==> config.mk <==
export PLATFORM = sky130hd
export DESIGN_NAME = spi_bus_master
export DESIGN_NICKNAME = d
export VERILOG_FILES = /design/src/rtl/spi_bus_master.sv
export SDC_FILE = /design/constraint.sdc
export NUM_CORES = 1
export LEC_CHECK = 0
export ABC_CLOCK_PERIOD_IN_PS = 4500
export BUFFER_PORTS_ARGS = -buffer_cell sky130_fd_sc_hd__buf_2
export CORE_AREA = 2 2 79 81
export CTS_BUF_LIST = sky130_fd_sc_hd__clkbuf_8
export CTS_CLUSTER_DIAMETER = 80
export DETAILED_ROUTE_END_ITERATION = 16
export DIE_AREA = 0 0 81 83
export PLACE_DENSITY = 0.45
export RECOVER_POWER = 50
export SLEW_MARGIN = 20
export SYNTH_ARGS = -nofsm -noshare
export SYNTH_HDL_FRONTEND = slang
export SYNTH_SLANG_ARGS = --single-unit
==> constraint.sdc <==
create_clock -name i_clk -period 4.5 [get_ports i_clk]
set_input_delay 0.45 -clock i_clk [delete_from_list [all_inputs] [get_ports i_clk]]
set_output_delay 0.45 -clock i_clk [all_outputs]
set_load 0.01 [all_outputs]
==> src/rtl/spi_bus_master.sv <==
// spi_bus_master: mode-0 SPI word master with chip-select hold across bursts and a JTAG bus override
//
// Ports:
//   i_clk, i_rst          clock (rising edge) and synchronous active-high reset
//   i_start               start a transfer; taken only while o_busy is low
//   i_wdata, i_csSel,     word, chip-select index and CS-hold flag, latched when a start is taken
//   i_hold
//   i_release             drop a held chip select while idle
//   o_busy                transfer running, or JTAG owns the bus
//   o_done, o_rdata       one-cycle completion pulse and the received word
//   i_jtagSpiEn           JTAG takes the pins while high
//   i_jtagClk, i_jtagMosi, i_jtagCSn   pin values driven while JTAG owns the bus
//   o_spiCLK, o_spiMOSI,  SPI pins (SCLK idles low, MSB first)
//   i_spiMISO, o_spiCSn
module spi_bus_master #(
    parameter int DATA_W  = 8,
    parameter int CLK_DIV = 2,
    parameter int NUM_CS  = 2,
    localparam int CS_W   = (NUM_CS > 1) ? $clog2(NUM_CS) : 1
) (
    input  logic              i_clk,
    input  logic              i_rst,
    input  logic              i_start,
    input  logic [DATA_W-1:0] i_wdata,
    input  logic [CS_W-1:0]   i_csSel,
    input  logic              i_hold,
    input  logic              i_release,
    output logic              o_busy,
    output logic              o_done,
    output logic [DATA_W-1:0] o_rdata,
    input  logic              i_jtagSpiEn,
    input  logic              i_jtagClk,
    input  logic              i_jtagMosi,
    input  logic              i_jtagCSn,
    output logic              o_spiCLK,
    output logic              o_spiMOSI,
    input  logic              i_spiMISO,
    output logic [NUM_CS-1:0] o_spiCSn
);
    localparam int CNT_W = (CLK_DIV > 1) ? $clog2(CLK_DIV) : 1;
    localparam int BIT_W = $clog2(DATA_W);

    typedef enum logic [2:0] {IDLE, HELD, SETUP, HIGH, LOW, TAIL, DONE} stateT;

    stateT             state, nextState;
    logic [CNT_W-1:0]  divCnt;
    logic [BIT_W-1:0]  bitCnt;
    logic [DATA_W-1:0] txShift, rxShift;
    logic [CS_W-1:0]   csSelQ;
    logic              holdQ, divLast, bitLast, idleLike, accept, csActive;

    always_ff @(posedge i_clk) begin
        if (i_rst) state <= IDLE;
        else state <= nextState;
    end

    always_comb begin
        divLast   = divCnt == CNT_W'(CLK_DIV - 1);
        bitLast   = bitCnt == BIT_W'(DATA_W - 1);
        // DONE counts as idle so a start in the completion cycle is taken
        idleLike  = state == IDLE || state == HELD || state == DONE;
        accept    = idleLike && i_start && !i_jtagSpiEn;
        nextState = state;
        case (state)
            IDLE:    nextState = i_start ? SETUP : IDLE;
            HELD:    nextState = i_start ? SETUP : (i_release ? IDLE : HELD);
            SETUP:   nextState = divLast ? HIGH : SETUP;
            HIGH:    nextState = divLast ? (bitLast ? TAIL : LOW) : HIGH;
            LOW:     nextState = divLast ? HIGH : LOW;
            TAIL:    nextState = divLast ? DONE : TAIL;
            DONE:    nextState = i_start ? SETUP : (holdQ ? HELD : IDLE);
            default: nextState = IDLE;
        endcase
        if (i_jtagSpiEn) nextState = IDLE;
        // a held CS stays low through DONE so a burst sees no CS glitch
        csActive  = !idleLike || state == HELD || (state == DONE && holdQ);
        o_busy    = !idleLike || i_jtagSpiEn;
        o_done    = state == DONE;
        o_spiCLK  = i_jtagSpiEn ? i_jtagClk : (state == HIGH);
        o_spiMOSI = i_jtagSpiEn ? i_jtagMosi : (!idleLike && txShift[DATA_W-1]);
        o_spiCSn  = '1;
        if (i_jtagSpiEn) o_spiCSn[0] = i_jtagCSn;
        else for (int i = 0; i < NUM_CS; i++) o_spiCSn[i] = !(csActive && csSelQ == CS_W'(i));
    end

    always_ff @(posedge i_clk) begin
        if (i_rst) begin
            divCnt  <= '0;
            bitCnt  <= '0;
            txShift <= '0;
            rxShift <= '0;
            csSelQ  <= '0;
            holdQ   <= 1'b0;
            o_rdata <= '0;
        end else begin
            divCnt <= (nextState != state) ? '0 : divCnt + CNT_W'(1);
            if (accept) begin
                txShift <= i_wdata;
                csSelQ  <= i_csSel;
                holdQ   <= i_hold;
                bitCnt  <= '0;
            end
            if (state == HIGH && nextState == LOW) begin
                txShift <= {txShift[DATA_W-2:0], 1'b0};
                bitCnt  <= bitCnt + BIT_W'(1);
            end
            // MISO is captured on the edge that raises SCLK
            if (nextState == HIGH && state != HIGH) rxShift <= {rxShift[DATA_W-2:0], i_spiMISO};
            if (state == TAIL && nextState == DONE) o_rdata <= rxShift;
        end
    end
endmodule
==> impl_metrics.yaml, run 1 <==
timing:
  maxSlewViolCount: 0
  setup_viol_count_final: 0
  period_share_pct: 57.3
  whs_ns: 0.393
  final.setup_skew_ns: 0.00403
  grt_setup_unrepaired: "no"
  fin_crit_ns: 2.58
  achievable_freq_mhz: 388
  hold_viol_final: 0
  max_slew_margin_pct: 45.5
  tightestPinTransition_ns: 0.817
  setup_tns_ns: 0
cts:
  postCtsHoldBufs: 0
  cts_max_level: 2
  numClockSinks: 33
  cts_tree: "yes"
  postCtsResizedCells: 0
  number_of_post_cts_setup_repair_buffers: 0
  max-clock-path-buffers: 2
  clock_insertion_delay_at_the_later_pin_of_the_skew_report_ns: 0.28
  ctsRootBufferMaster: "sky130_fd_sc_hd__clkbuf_8"
  cts_inserted_buffers: 5
  clock_transition_at_path_regs_ns: 0.07
placed_design:
  gp_congestion: 0.767
  dpl-instance-area_um2: 1870
  portBuffers: 32
  dp_hpwl_um: 2490
synthesis:
  synthTopCellsByCount: "sky130_fd_sc_hd__dfxtp_1 (33), sky130_fd_sc_hd__nor2_1 (20), sky130_fd_sc_hd__mux2i_1 (19), sky130_fd_sc_hd__nor3_1 (15), sky130_fd_sc_hd__nand2_1 (12)"
  ys_ff_latch: 33
  syn-instance-count: 181
  netlist_area_um2: 1670
  synth.most_common_cell: "sky130_fd_sc_hd__dfxtp_1"
  ys_async_sr_fraction_pct: 0
  synth_top_cells_by_area: "sky130_fd_sc_hd__dfxtp_1 (39%), sky130_fd_sc_hd__mux2i_1 (11%), sky130_fd_sc_hd__mux2_2 (4.7%)"
  synth.lib_cells_used.distinct: 41
  synth_top_cell_by_area: "sky130_fd_sc_hd__dfxtp_1"
  synthesis.area_per_instance_um2: 9.24
  synthesis.yosys.warnings: 0
  synth_fp_nets: 202
  synth-seq-area-share_pct: 39.5
  synth_top_cell_area_share_pct: 39.5
  postSynth.topFlopCell: "sky130_fd_sc_hd__dfxtp_1"
  synth-edff-count: 0
die:
  fp-row-count: 28
  die_height_um: 83
  die_area_um2: 6720
  io_pins: 33
  floorplan.initialDensity_pct: 28.8
  chipWidth_um: 81
  fp.coreArea_um2: 5820
min_path:
  timing.hold.worst_path_depth: 2
  hp-class: "in -> reg"
route:
  wl_per_cell_um: 13.1
  route.vias.total: 1376
  route.antenna.remaining_nets: 0
  drt_pass1_iterations: 4
  postRouteWirelength_um: 3730
  drc: 0
  vias_per_cell: 4.85
  initialDrtViolationCount: 42
setup_path:
  worst_path_largest_cell_delay_ns: 0.65
  timing.critical_path.cells: "or4b_4 -> a211oi_1 -> a211o_4 -> nor2_1 -> mux2_1"
  crit_path_top_delay_cell: "sky130_fd_sc_hd__dfxtp_1"
  worstPathArrival_ns: 2.75
  timing.critical_path.fanout_max: 18
  timing.setup.critical_path_class: "reg -> reg"
  cp_data_required_time_ns: 4.67
  worstSetupStartpointType: "flop"
  r2r.worst_path.cells: 5
  critPathCaptureType: "flop"
grt:
  grt_start_max_net_pins: 26
  globalRouteTotalUtil_pct: 11.7
  grt_antenna_before_repair: 0
  global_route_wire_length_before_repair_um: 6130
  first_global_vias: 1284
  overflow: 0
outcome:
  outcome: "complete, no violations"
final_layout:
  design.final.nets: 229
  fill_cells: 665
  area_delta_synth_final_pct: 16.6
  final_layout_size_suffix_gt1_share_pct: 19.6
  diodes_inserted: 0
  finish.instance_area_um2: 1950
power_and_ir_drop:
  cell_internal_pwr_mw: 0.499
  power.share.combinational_pct: 7.8
  sw_frac_of_total_pct: 21.9
  power.density_nw_per_um2: 327
  worst_vdd_rail_ir_drop_mv: 0.102
  leakagePower_nw: 0.770
  switching_power_summed_over_all_nets_mw: 0.140
  pwr-share-seq_pct: 47.6
  total_power_mw: 0.639
  power_frac_clock_pct: 44.6
flow_run:
  cap_violations: 0
==> layer usage <==
layer / part of all wire, % / up-vias / track usage, %
met1: 50 / 632 / 16.0
met2: 43 / 34 / 17.1
met5: 0 / - / 0
met4: 1.6 / 0 / 5.08
met3: 5.0 / 4 / 3.15
li1: - / 706 / -
==> placed cells by master, fill, tap and decap left out <==
master                       n
sky130_fd_sc_hd__nand2_1    12
sky130_fd_sc_hd__nor3_1     15
sky130_fd_sc_hd__mux2_1      1
sky130_fd_sc_hd__clkbuf_1   12
sky130_fd_sc_hd__a211oi_1    2
sky130_fd_sc_hd__o22ai_1     1
sky130_fd_sc_hd__dfxtp_1    33
sky130_fd_sc_hd__o2111ai_1   2
sky130_fd_sc_hd__nor2_1     20
sky130_fd_sc_hd__a2111oi_2   1
sky130_fd_sc_hd__nand3_1     2
sky130_fd_sc_hd__and3b_1     2
sky130_fd_sc_hd__o2111a_1    1
sky130_fd_sc_hd__clkbuf_8    6
sky130_fd_sc_hd__nor4bb_1    1
sky130_fd_sc_hd__nor3b_1     2
sky130_fd_sc_hd__xnor2_1     1
sky130_fd_sc_hd__mux2i_1    19
sky130_fd_sc_hd__bufinv_16   1
sky130_fd_sc_hd__and2_4      1
sky130_fd_sc_hd__inv_1       5
sky130_fd_sc_hd__ha_1        2
sky130_fd_sc_hd__a21oi_1     9
sky130_fd_sc_hd__nand3b_1    4
sky130_fd_sc_hd__o211ai_1    2
sky130_fd_sc_hd__nand4b_1    1
sky130_fd_sc_hd__and3_1      2
sky130_fd_sc_hd__buf_2      22
sky130_fd_sc_hd__a31oi_1     1
sky130_fd_sc_hd__or4b_4      1
sky130_fd_sc_hd__a31o_1      1
sky130_fd_sc_hd__o41ai_1     2
sky130_fd_sc_hd__mux2_2      7
sky130_fd_sc_hd__a21o_1      2
sky130_fd_sc_hd__nand2b_1    3
sky130_fd_sc_hd__o31ai_1     1
sky130_fd_sc_hd__a211o_4     1
sky130_fd_sc_hd__nor2b_1     2
sky130_fd_sc_hd__a211oi_4    1
sky130_fd_sc_hd__o21ai_0     5
==> area by class of cell <==
class                           instances  area [um2]  area share, %
Clock buffer                            6        82.6           4.23
Clock inverter                          2        33.8           1.73
Inverter                                4        15.0          0.770
Multi-Input combinational cell        130         910           46.6
Sequential cell                        33         661           33.9
Tap cell                               75        93.8           4.81
Timing Repair Buffer                   34         155           7.95
==> flip-flops by register name (all words and copies together), names as in the netlist <==
name	flops
bitCnt	3
state	3
o_rdata	8
divCnt	1
holdQ	1
csSelQ	1
txShift	8
rxShift	8
==> kinds of logic (layout without fill, tap and decap cells) <==
| family | after synthesis | count (layout) | synth area share (%) |
|---|---|---|---|
| muxes | 27 | 27 | 16.8 |
| buffers and inverters | 18 | 46 | 5.38 |
| and+or+nand+nor | 68 | 68 | 21.1 |
| DFF | 33 | 33 | 39.5 |
| adders and majority gates | 2 | 2 | 1.50 |
| xor gates and xnor gates | 1 | 1 | 0.524 |
| AOI/OAI and AO/OA | 32 | 32 | 15.3 |
==> final timing paths <==
kind	start	endpoint	slack (ns)
worst min-delay path	i_spiMISO	rxShift[0]$_SDFFE_PP0P_	0.39
worst max register to register	state[0]$_SDFF_PP0_	bitCnt[0]$_SDFFE_PP0P_	1.92
worst max-delay path	state[0]$_SDFF_PP0_	bitCnt[0]$_SDFFE_PP0P_	1.92
worst min register to register	rxShift[7]$_SDFFE_PP0P_	rxShift[7]$_SDFFE_PP0P_	0.46
==> stage by stage <==
stage	setup WS, ns	std cells	utilization [%]
after floorplan	2.53	181	-
after global placement	2.21	276	32.1
after detailed placement	2.19	276	32.1
after CTS	2.18	284	34.1
after global routing	1.74	284	33.5
final	1.92	284	33.5
==> power groups by stage <==
stage	clock network (mW)	logic (mW)	registers (mW)
6_report	0.285	0.0497	0.304
3_5_place_dp	0	0.0517	0.311
3_3_place_gp	0	0.0515	0.311
5_1_grt	0.308	0.0564	0.305
2_1_floorplan	0	0.0367	0.308
4_1_cts	0.296	0.0518	0.304
==> worst max-delay path: cells and delay by family (launching register included) <==
| kind | cells | cell delay (ns) |
|---|---|---|
| compound gates | 2 | 0.87 |
| flops | 1 | 0.65 |
| mux | 1 | 0.32 |
| simple gates | 2 | 0.62 |
No activity file was read; power rests on OpenSTA's default activity.
==> run 2: changes to the inputs <==
- ABC_AREA: unset -> 1
- ABC_CLOCK_PERIOD_IN_PS: 4500 -> 2220
- PLACE_DENSITY: 0.45 -> 0.47
- clock period: 4.5 -> 2.22 ns (I/O delays scaled with it)
==> impl_metrics.yaml, run 2 <==
outcome:
  outcome: "complete, no violations"
final_layout:
  area_delta_synth_final_pct: 18.1
  top_regs: "o_rdata (8), rxShift (8), txShift (8)"
  final_common_cell: "sky130_fd_sc_hd__nand2_1"
  diodes_inserted: 0
  design.final.nets: 296
  final_layout_size_suffix_gt1_share_pct: 16.0
  layout.cells.most_common_list: "sky130_fd_sc_hd__nand2_1 (59), sky130_fd_sc_hd__dfxtp_1 (33), sky130_fd_sc_hd__nand3_1 (32), sky130_fd_sc_hd__nor2_1 (30), sky130_fd_sc_hd__a21oi_1 (23)"
  fill_cells: 679
placed_design:
  dp_hpwl_um: 2790
  gp_congestion: 0.809
  portBuffers: 32
grt:
  grt_start_max_net_pins: 23
  first_global_vias: 1494
  overflow: 0
  globalRouteTotalUtil_pct: 13.1
  grt_antenna_before_repair: 0
  global_route_wire_length_before_repair_um: 7040
timing:
  tightestPinTransition_ns: 0.400
  hold_viol_final: 0
  fin_crit_ns: 1.82
  setup_viol_count_final: 0
  grt_setup_unrepaired: "no"
  final.setup_skew_ns: 0.00527
  setup_tns_ns: 0
  achievable_freq_mhz: 549
  period_share_pct: 82.0
  max_slew_margin_pct: 73.3
  whs_ns: 0.210
  maxSlewViolCount: 0
synthesis:
  synthTopCellsByCount: "sky130_fd_sc_hd__nand2_1 (58), sky130_fd_sc_hd__dfxtp_1 (33), sky130_fd_sc_hd__nand3_1 (32), sky130_fd_sc_hd__nor2_1 (29), sky130_fd_sc_hd__a21oi_1 (23)"
  synthesis.area_per_instance_um2: 6.93
  netlist_area_um2: 1670
  synthesis.yosys.warnings: 0
  ys_async_sr_fraction_pct: 0
  ys_ff_latch: 33
  synth_top_cell_area_share_pct: 39.6
  syn-instance-count: 241
  synth.lib_cells_used.distinct: 27
  synth_top_cell_by_area: "sky130_fd_sc_hd__dfxtp_1"
  synth_top_cells_by_area: "sky130_fd_sc_hd__dfxtp_1 (40%), sky130_fd_sc_hd__nand2_1 (13%), sky130_fd_sc_hd__nand3_1 (9.6%)"
  synth.most_common_cell: "sky130_fd_sc_hd__nand2_1"
  synth_fp_nets: 262
  synth-seq-area-share_pct: 39.6
  postSynth.topFlopCell: "sky130_fd_sc_hd__dfxtp_1"
  synth-edff-count: 0
die:
  chipWidth_um: 81
  fp.coreArea_um2: 5820
  die_area_um2: 6720
  die_height_um: 83
  floorplan.initialDensity_pct: 28.7
  io_pins: 33
  fp-row-count: 28
setup_path:
  cp-endpoint: "rxShift[0]$_SDFFE_PP0P_"
  timing.rr.start: "bitCnt[0]$_SDFFE_PP0P_"
  critPathCaptureType: "flop"
  crit_start: "bitCnt[0]$_SDFFE_PP0P_"
  worstPathArrival_ns: 2.04
  rr_endpoint: "rxShift[0]$_SDFFE_PP0P_"
  worst-r2r-setup-slack_ns: 0.40
  cp_data_required_time_ns: 2.44
  timing.setup.critical_path_class: "reg -> reg"
  r2r.worst_path.cells: 13
  timing.critical_path.fanout_max: 15
  worstSetupStartpointType: "flop"
power_and_ir_drop:
  worst_vdd_rail_ir_drop_mv: 0.265
  sw_frac_of_total_pct: 25.1
  cell_internal_pwr_mw: 0.887
  power_frac_clock_pct: 38.7
  power.share.combinational_pct: 9.3
  pwr-share-seq_pct: 52.1
  switching_power_summed_over_all_nets_mw: 0.297
  power.density_nw_per_um2: 600
  leakagePower_nw: 0.824
cts:
  cts_tree: "yes"
  ctsRootBufferMaster: "sky130_fd_sc_hd__clkbuf_8"
  postCtsResizedCells: 0
  cts_inserted_buffers: 5
  clock_transition_at_path_regs_ns: 0.07
  numClockSinks: 33
  clock_insertion_delay_at_the_later_pin_of_the_skew_report_ns: 0.28
  max-clock-path-buffers: 2
  number_of_post_cts_setup_repair_buffers: 0
  postCtsHoldBufs: 0
  cts_max_level: 2
route:
  route.vias.total: 1582
  wl_per_cell_um: 11.6
  postRouteWirelength_um: 4060
  drt_pass1_iterations: 5
  route.antenna.remaining_nets: 0
  vias_per_cell: 4.52
  initialDrtViolationCount: 62
  drc: 0
min_path:
  timing.hold.worst_path_depth: 3
  hp-class: "in -> reg"
flow_run:
  cap_violations: 0
-- run 2: cell count changes in the layout (fill, tap and decap cells not counted), sizes merged, moves of 3 or more --
| cell | delta |
|---|---|
| nand2 | +52 |
| nand3 | +31 |
| mux2i | -19 |
| inv | +15 |
| a21oi | +14 |
| nor3 | -14 |
| nor2 | +13 |
| mux2 | -8 |
| nand3b | +5 |
| a211oi | -3 |
| nand2b | -3 |
| nand4 | +3 |
-- run 2: area by class of cell --
class | instances | area (um2) | share of cell area (%)
clock inverter | 1 | 3.75 | 0.190
sequential | 33 | 661 | 33.5
inverter | 20 | 75.1 | 3.81
tap | 75 | 93.8 | 4.76
clock buffer | 6 | 82.6 | 4.19
multi-input combinational | 179 | 883 | 44.8
timing repair buffer | 36 | 173 | 8.76
-- run 2: worst max-delay path, cell delays in order, from the launching register on --
cell and delay [ns]:
sky130_fd_sc_hd__dfxtp_1 0.32, sky130_fd_sc_hd__ha_1 0.21, sky130_fd_sc_hd__ha_1 0.18, sky130_fd_sc_hd__inv_1 0.05
sky130_fd_sc_hd__nand2_1 0.04, sky130_fd_sc_hd__nand2_1 0.06, sky130_fd_sc_hd__nand2_1 0.05, sky130_fd_sc_hd__nor2_1 0.13
sky130_fd_sc_hd__nand2_2 0.08, sky130_fd_sc_hd__nand2_4 0.18, sky130_fd_sc_hd__inv_1 0.19, sky130_fd_sc_hd__nand3b_1 0.12
sky130_fd_sc_hd__nand2_1 0.05, sky130_fd_sc_hd__nor2_1 0.11
-- run 2: logic make-up (layout without fill, tap and decap cells) --
logic type / after synthesis / after routing / share of synthesized area (%)
and+or+nand+nor: 144 / 144 / 40.9
DFF: 33 / 33 / 39.6
AOI/OAI and AO/OA: 32 / 32 / 10.3
buffers and inverters: 29 / 63 / 7.27
adders and majority gates: 2 / 2 / 1.50
xor gates and xnor gates: 1 / 1 / 0.524
-- run 2: per-layer routing --
| metal | wire (um) | share of wire (%) | GRT usage (%) |
|---|---|---|---|
| met5 | 0 | 0 | 0 |
| met4 | 70 | 1.7 | 4.62 |
| met3 | 167 | 4.1 | 3.48 |
| met1 | 2060 | 51 | 17.3 |
| met2 | 1770 | 44 | 20.1 |
-- run 2: worst min path at each step --
stage | from | endpoint | slack [ns]
final | i_wdata[0] | txShift[0]$_SDFFE_PP0P_ | 0.21
after global placement | o_rdata[4]$_SDFFE_PP0P_ | o_rdata[4]$_SDFFE_PP0P_ | 0.45
after detailed placement | o_rdata[7]$_SDFFE_PP0P_ | o_rdata[7]$_SDFFE_PP0P_ | 0.45
after global routing | i_wdata[0] | txShift[0]$_SDFFE_PP0P_ | 0.23
after floorplan | i_rst | txShift[2]$_SDFFE_PP0P_ | 0.29
after CTS | i_wdata[0] | txShift[0]$_SDFFE_PP0P_ | 0.20
-- run 2: power groups by stage --
| stage | Sequential (mW) | Combinational, mW | Clock (mW) |
|---|---|---|---|
| after floorplan | 0.627 | 0.0729 | 0 |
| after global placement | 0.630 | 0.113 | 0 |
| after detailed placement | 0.630 | 0.114 | 0 |
| after CTS | 0.616 | 0.114 | 0.474 |
| after global routing | 0.618 | 0.126 | 0.497 |
| final | 0.616 | 0.110 | 0.457 |
-- run 2: stage by stage --
step	util [%]	cells	area [um2]	setup slack (ns)	total power [mW]
after floorplan	-	241	1670	0.596	0.699
after global placement	32.8	343	1910	0.394	0.743
after detailed placement	32.8	343	1910	0.393	0.743
after CTS	34.3	350	1990	0.369	1.20
after global routing	33.9	350	1970	0.141	1.24
final	33.9	350	1970	0.400	1.18
